--- config.mk ---
export PLATFORM = sky130hd
export DESIGN_NAME = ifid_buffer
export DESIGN_NICKNAME = d
export VERILOG_FILES = /design/src/rtl/ifid_buffer.sv
export SDC_FILE = /design/constraint.sdc
export NUM_CORES = 1
export LEC_CHECK = 0
export CORE_ASPECT_RATIO = 2
export CORE_MARGIN = 2
export CORE_UTILIZATION = 45
export CTS_BUF_LIST = sky130_fd_sc_hd__clkbuf_16
export CTS_CLUSTER_SIZE = 16
export DETAILED_ROUTE_END_ITERATION = 12
export PLACE_DENSITY = 0.73
export SLEW_MARGIN = 20
export SYNTH_ARGS = -nofsm -noshare
export SYNTH_HDL_FRONTEND = slang
export SYNTH_SLANG_ARGS = --single-unit
--- constraint.sdc ---
create_clock -name clk -period 3.1 [get_ports clk]
set_clock_uncertainty 0.05 [all_clocks]
set_input_delay 0.775 -clock clk [delete_from_list [all_inputs] [get_ports clk]]
set_output_delay 0.775 -clock clk [all_outputs]
set_load 0.03 [all_outputs]
--- src/rtl/ifid_buffer.sv ---
// ifid_buffer: 2-entry FIFO of {PC, Instr} pairs between fetch and decode.
//
// Ports
//   clk        rising-edge clock
//   rst        asynchronous active-low reset
//   PCresult   fetch address (PC_W)
//   Instr      fetched instruction word (INSTR_W)
//   FetchValid PCresult/Instr valid this cycle
//   IDReady    decode accepts the head entry this cycle
//   Flush      synchronous discard of all buffered fetches
//   PCWrt      1 = buffer can accept (PC write enable), registered-state only
//   IDInstr    head instruction, 0 when empty
//   IDPC       head address, 0 when empty
//   IDPCPlus4  IDPC + 4 modulo 2^PC_W
//   IDValid    head entry valid
//   Count      occupied entries, 0..2
//   StallCnt   (only with IFID_STALL_COUNT_EN) saturating count of cycles
//              in which a fetch was refused because the buffer was full
//
// Optional feature macro: IFID_STALL_COUNT_EN
module ifid_buffer #(
  parameter int PC_W    = 8,
  parameter int INSTR_W = 32
) (
  input  logic               clk,
  input  logic               rst,
  input  logic [PC_W-1:0]    PCresult,
  input  logic [INSTR_W-1:0] Instr,
  input  logic               FetchValid,
  input  logic               IDReady,
  input  logic               Flush,
  output logic               PCWrt,
  output logic [INSTR_W-1:0] IDInstr,
  output logic [PC_W-1:0]    IDPC,
  output logic [PC_W-1:0]    IDPCPlus4,
  output logic               IDValid,
`ifdef IFID_STALL_COUNT_EN
  output logic [7:0]         StallCnt,
`endif
  output logic [1:0]         Count
);

  logic [1:0][PC_W-1:0]    pc_q;
  logic [1:0][INSTR_W-1:0] instr_q;
  logic                    wr_ptr_q, rd_ptr_q;
  logic [1:0]              cnt_q, cnt_d;
  logic                    push, pop;

  // Status is decoded from the registered count only, so PCWrt has no
  // combinational path from any input.
  assign PCWrt   = (cnt_q != 2'd2);
  assign IDValid = (cnt_q != 2'd0);
  assign Count   = cnt_q;

  assign push = FetchValid && PCWrt;
  assign pop  = IDValid && IDReady;

  // Empty buffer presents a NOP at address 0.
  assign IDInstr   = IDValid ? instr_q[rd_ptr_q] : '0;
  assign IDPC      = IDValid ? pc_q[rd_ptr_q]    : '0;
  assign IDPCPlus4 = IDPC + PC_W'(4);

  always_comb begin
    cnt_d = cnt_q;
    case ({push, pop})
      2'b10:   cnt_d = cnt_q + 2'd1;
      2'b01:   cnt_d = cnt_q - 2'd1;
      default: cnt_d = cnt_q;
    endcase
    if (Flush) cnt_d = 2'd0;
  end

  always_ff @(posedge clk or negedge rst) begin
    if (!rst) begin
      pc_q     <= '0;
      instr_q  <= '0;
      wr_ptr_q <= 1'b0;
      rd_ptr_q <= 1'b0;
      cnt_q    <= 2'd0;
    end else begin
      cnt_q <= cnt_d;
      if (Flush) begin
        // Flush wins over a same-cycle push/pop; storage contents are
        // don't-care once the count is zero.
        wr_ptr_q <= 1'b0;
        rd_ptr_q <= 1'b0;
      end else begin
        if (push) begin
          pc_q[wr_ptr_q]    <= PCresult;
          instr_q[wr_ptr_q] <= Instr;
          wr_ptr_q          <= ~wr_ptr_q;
        end
        if (pop) rd_ptr_q <= ~rd_ptr_q;
      end
    end
  end

`ifdef IFID_STALL_COUNT_EN
  logic [7:0] stall_q;
  assign StallCnt = stall_q;

  always_ff @(posedge clk or negedge rst) begin
    if (!rst)                                           stall_q <= 8'h00;
    else if (Flush)                                     stall_q <= 8'h00;
    else if (FetchValid && !PCWrt && stall_q != 8'hFF)  stall_q <= stall_q + 8'h01;
  end
`endif

endmodule

# After elaboration in Yosys (flattened, before gate mapping)
# Cells that the tools add are included.
# word_totals
memories	0
inputBits	45
romBits	0
register_bits	84
elab_cells	45
latchBits	0
mem_bits_rw	0
# classes
div_mod_pow	0
multipliers	0
order_cmp	3
n_mux	18
shift	0
n_reduce_logical	8
eq_ne	3
addsub	3
bitwise_logic	3
# ops
op	count
$mux 32	4
$bwmux 64	1
$demux 32 s1	1
$mux 8	4
$bwmux 16	1
$add 8x3->8 const B	1
$demux 8 s1	1
$reduce_bool 2->1	3
$lt 1x2->1 const B	2
$mux 1	4
$pmux 2 s2	1
$logic_and 1x1->1	3
$not 1->1	3
$reduce_bool 3->1	1
$add 2x1->2 const B	1
$eq 2x1->1 const B	1
$eq 2x2->1 const B	1
$mux 2	1
$ne 2x2->1 const B	1
$reduce_and 2->1	1
$sub 2x1->2 const B	1
$ge 1x1->1 const B	1

# Logic depth before layout (Yosys ltp)
# depth
ltp_word	5
mapped_depth	7
mapped_depth_nobuf	7

# Least setup slack after synthesis
# OpenSTA, ideal clock, no wires.
# synth_timing
path_kind	reg2out
startpoint	reg cnt_q[1] (netlist: Count[1])
endpoint	out IDPCPlus4[6]
t_arrival_ns	2.517
path_buffers	2
path_stages_with_launch	8
setup_slack_ns	-0.242
cell_sequence	dfrtp_1 > nor2_1 > buf_2 > buf_1 > nor2_1 > ha_1 > nand3_1 > xnor2_1
# synth_between
elab_chain_cells	3
# synth_lines
element	line	text
from (decl)	46	logic [1:0] cnt_q, cnt_d;
from (signal assigned)	81	cnt_q <= cnt_d;
$reduce_bool 2->1	52	assign IDValid = (cnt_q != 2'd0);
$mux 8	60	assign IDPC = IDValid ? pc_q[rd_ptr_q] : '0;
via IDPC[3]	34	output logic [PC_W-1:0] IDPC,
$add 8x3->8	61	assign IDPCPlus4 = IDPC + PC_W'(4);
to (decl)	35	output logic [PC_W-1:0] IDPCPlus4,
# The timed path passes the listed nets, and every way through them passes these cells.

# Worst setup path in the final report
# layout_timing
startpoint	reg rd_ptr_q
endpoint	out IDInstr[23]
# layout_between
elab_chain_cells	3
# layout_lines
element	line	text
from (decl)	45	logic wr_ptr_q, rd_ptr_q;
from (signal assigned)	93	if (pop) rd_ptr_q <= ~rd_ptr_q;
$mux 32 (not written as such) (2 in series)	59	assign IDInstr = IDValid ? instr_q[rd_ptr_q] : '0;
$mux 32	59	
to (decl)	33	output logic [INSTR_W-1:0] IDInstr,
# No other way between the ends. The select of a mux whose other input is x is not followed.

==> results.cfg <==
[routing]
wl_met2_mm = 4.86
routedWlPerCell_um = 16.6
wl_met3_um = 313
first_pass_iters = 4
vias = 2591
wl_mm = 8.28
vias_per_cell = 5.19
drc = 0
ant_nets = 0
routed.top_layer = met4
drt_iter0_drc = 139
met1_length_mm = 2.98

[power_and_ir_drop]
power_density_nw_per_um2 = 684
leakagePower_nw = 2.20
pwr-share-seq_pct = 43.3
swShare_pct = 29.2
pwr-share-comb_pct = 28.5
clkPwrFrac_pct = 28.1
p_sw_mw = 1.06
p_int_mw = 2.56
vdd_ir_drop_max_v = 0.000404

[synthesis]
syn_avg_cell_area_sq_um = 13.2
yosys.area_share.adder_pct = 0.321
synthMuxAreaShare_pct = 33.4
synth_compound_area_share_pct = 0.866
synth_top_family_by_area = multiplexers
ys_ff_latch = 84
synth_async_sr_flop_share_pct = 100
synthFlopType = dfrtp_1
synth_xor_xnor_area_share_pct = 1.35
syn_inst = 295
synth_cell_type_count = 29
ys_seq_area_share_pct = 53.9
yosysWarningCount = 0
synthSimpleGateAreaFrac_pct = 6.70
syn-cell-area_sq_um = 3900
syn_nets = 341
synth_edf_count = 0

[worst_setup_path]
crit_type = reg -> out
max_stage_delay_ps = 600
crit_arrival_ps = 2190
crit_path_end_kind = output port
critPathMaxFanout = 21
cp.required_ps = 2270
r2r-start = Count[0]
slowest_stage = clkdlybuf4s50_1
regToRegSetupSlack_ps = 1260
start_kind = flip-flop
reg2reg_depth = 4
regToRegEndpoint = instr_q[50]
crit_chain = buf_12 > mux2i_1 > nor2_1 > clkdlybuf4s50_1

[grt]
grt_max_degree = 48
track_usage_pct = 18.6
grt_pass1_vias = 2822
antenna_found_initial = 0
grt_pass1_wl_mm = 13.6
grt_overflow = 0

[floorplan]
start_util_pct = 45.7
die_x_um = 69.8
ioPinCount = 97
row_count = 48
core_area_sq_um = 8530
die_y_um = 136
design.die.area_sq_um = 9480

[sta]
rsz0062_at_grt = false
maxSlewViolCount = 0
report.final.hold_viol_count = 0
fmax_mhz = 331
post-route-period-util_pct = 97.3
relSlewSlack_pct = 60.2
setup_ws_ps = 83.3
worst_slew_pin_slew_ps = 597
finalSetupViolCount = 0
fin_crit_ps = 3020

[placed_design]
hpwl_mm = 6.04
place_area_sq_um = 4980
gp_congestion = 0.768
portBuffers = 96
post-place-cells = 481
post-place-ws_ps = 371

[layout]
syn2layout_area_growth_pct = 35.4
finalNetCount = 440
drive_gt1_share_pct = 27.6
antenna_cells = 0
fillers = 740
final_cell_area_sq_um = 5280
fin_cells = 499

[clocking]
cts-buffers-inserted = 9
insertion_delay_ps = 330
clk_path_buf_depth = 2
cts.sinks = 84
path_clk_slew_ps = 60
cts-root-buf = clkbuf_16
cts_max_level = 3
cts_tree = built
cts_hold_buf = 0

[hold_path]
holdCritPathClass = in -> async

[job]
cap_violations = 0

[run_status]
status = finished clean
## kinds of logic after synthesis
family,after synthesis
fa+ha+maj,1
buf+inv,21
compound gates,5
flops,84
simple gates,58
mux,120
xor+xnor,6
## flip-flops by register name, indices dropped and copies added, names as in the netlist
register  count
Count         2
instr_q      64
pc_q         16
rd_ptr_q      1
wr_ptr_q      1
## power by group through the flow
stage,Clock (mW),Combinational [mW],Sequential (mW)
after CTS,1.04,1.05,1.57
after floorplan,0,0.700,1.53
after detailed placement,0,1.04,1.59
after global routing,1.09,1.11,1.60
final,1.02,1.03,1.57
after global placement,0,1.02,1.57
## cell type report
class | instances | area, sq um | share of cell area, %
sequential | 84 | 2110 | 39.9
multi-input combinational | 190 | 1680 | 31.8
timing repair buffer | 107 | 1080 | 20.4
clock buffer | 9 | 225 | 4.26
tap | 100 | 125 | 2.37
clock inverter | 7 | 60.1 | 1.14
inverter | 2 | 7.51 | 0.142
## stage by stage
step	total power, mW	hold WS [ps]	util (%)	TNS [ps]
after floorplan	2.23	407	-	-67.1
after global placement	2.59	417	58.4	0
after detailed placement	2.63	426	58.4	0
after CTS	3.66	418	61.7	0
after global routing	3.80	444	61.9	0
final	3.61	399	61.9	0
## placed cells by master, fill, tap and decap left out, types with 2 or more instances in the layout
cell type	n
a21oi_1	2
clkinv_2	3
nand2_1	2
nor2_1	43
mux2_2	72
mux2i_1	39
mux2_1	9
xor2_1	4
buf_12	4
buf_4	13
dfrtp_1	83
clkbuf_16	9
clkdlybuf4s50_1	90
inv_1	4
## what timing repair did
item                                    4_1_cts  5_1_grt
endpoints found under the setup margin        0        5
buffers inserted                              0        2
gates resized for setup                       0        1
## cells in the mapped netlist (2+ instances only)
master	number	area share [%]
inv_1	2	0.19
buf_2	7	0.90
dfrtp_1	84	54
nand2_1	2	0.19
xor2_1	4	0.90
xnor2_1	2	0.45
buf_4	5	0.96
mux2_2	72	21
mux2_1	9	2.6
buf_1	3	0.29
a21oi_1	2	0.26
buf_6	4	1.2
mux2i_1	39	10
nor2_1	45	4.3
## how the worst max path moves through the flow
stage	from	slack, ps	cells after the start	end
global placement	rd_ptr_q	380	4	IDInstr[23]
detailed placement	rd_ptr_q	370	4	IDInstr[23]
CTS	rd_ptr_q	10	4	IDInstr[23]
floorplan	Count[1]	-40	6	IDPCPlus4[4]
finish	rd_ptr_q	80	4	IDInstr[23]
global route	rd_ptr_q	50	7	IDPCPlus4[6]
## worst max-delay path: cells and delay by family, from the launching register on
kind          cells  cell delay [ps]
simple gates      1               70
flops             1              590
mux               1              340
buf+inv           2              840
## layer usage
metal	global-route usage, %	vias to the layer above
met5	0	-
met2	35.6	59
met1	19.2	1304
li1	-	1218
met3	4.17	10
met4	7.59	0
(Power assumes the default switching activity.)
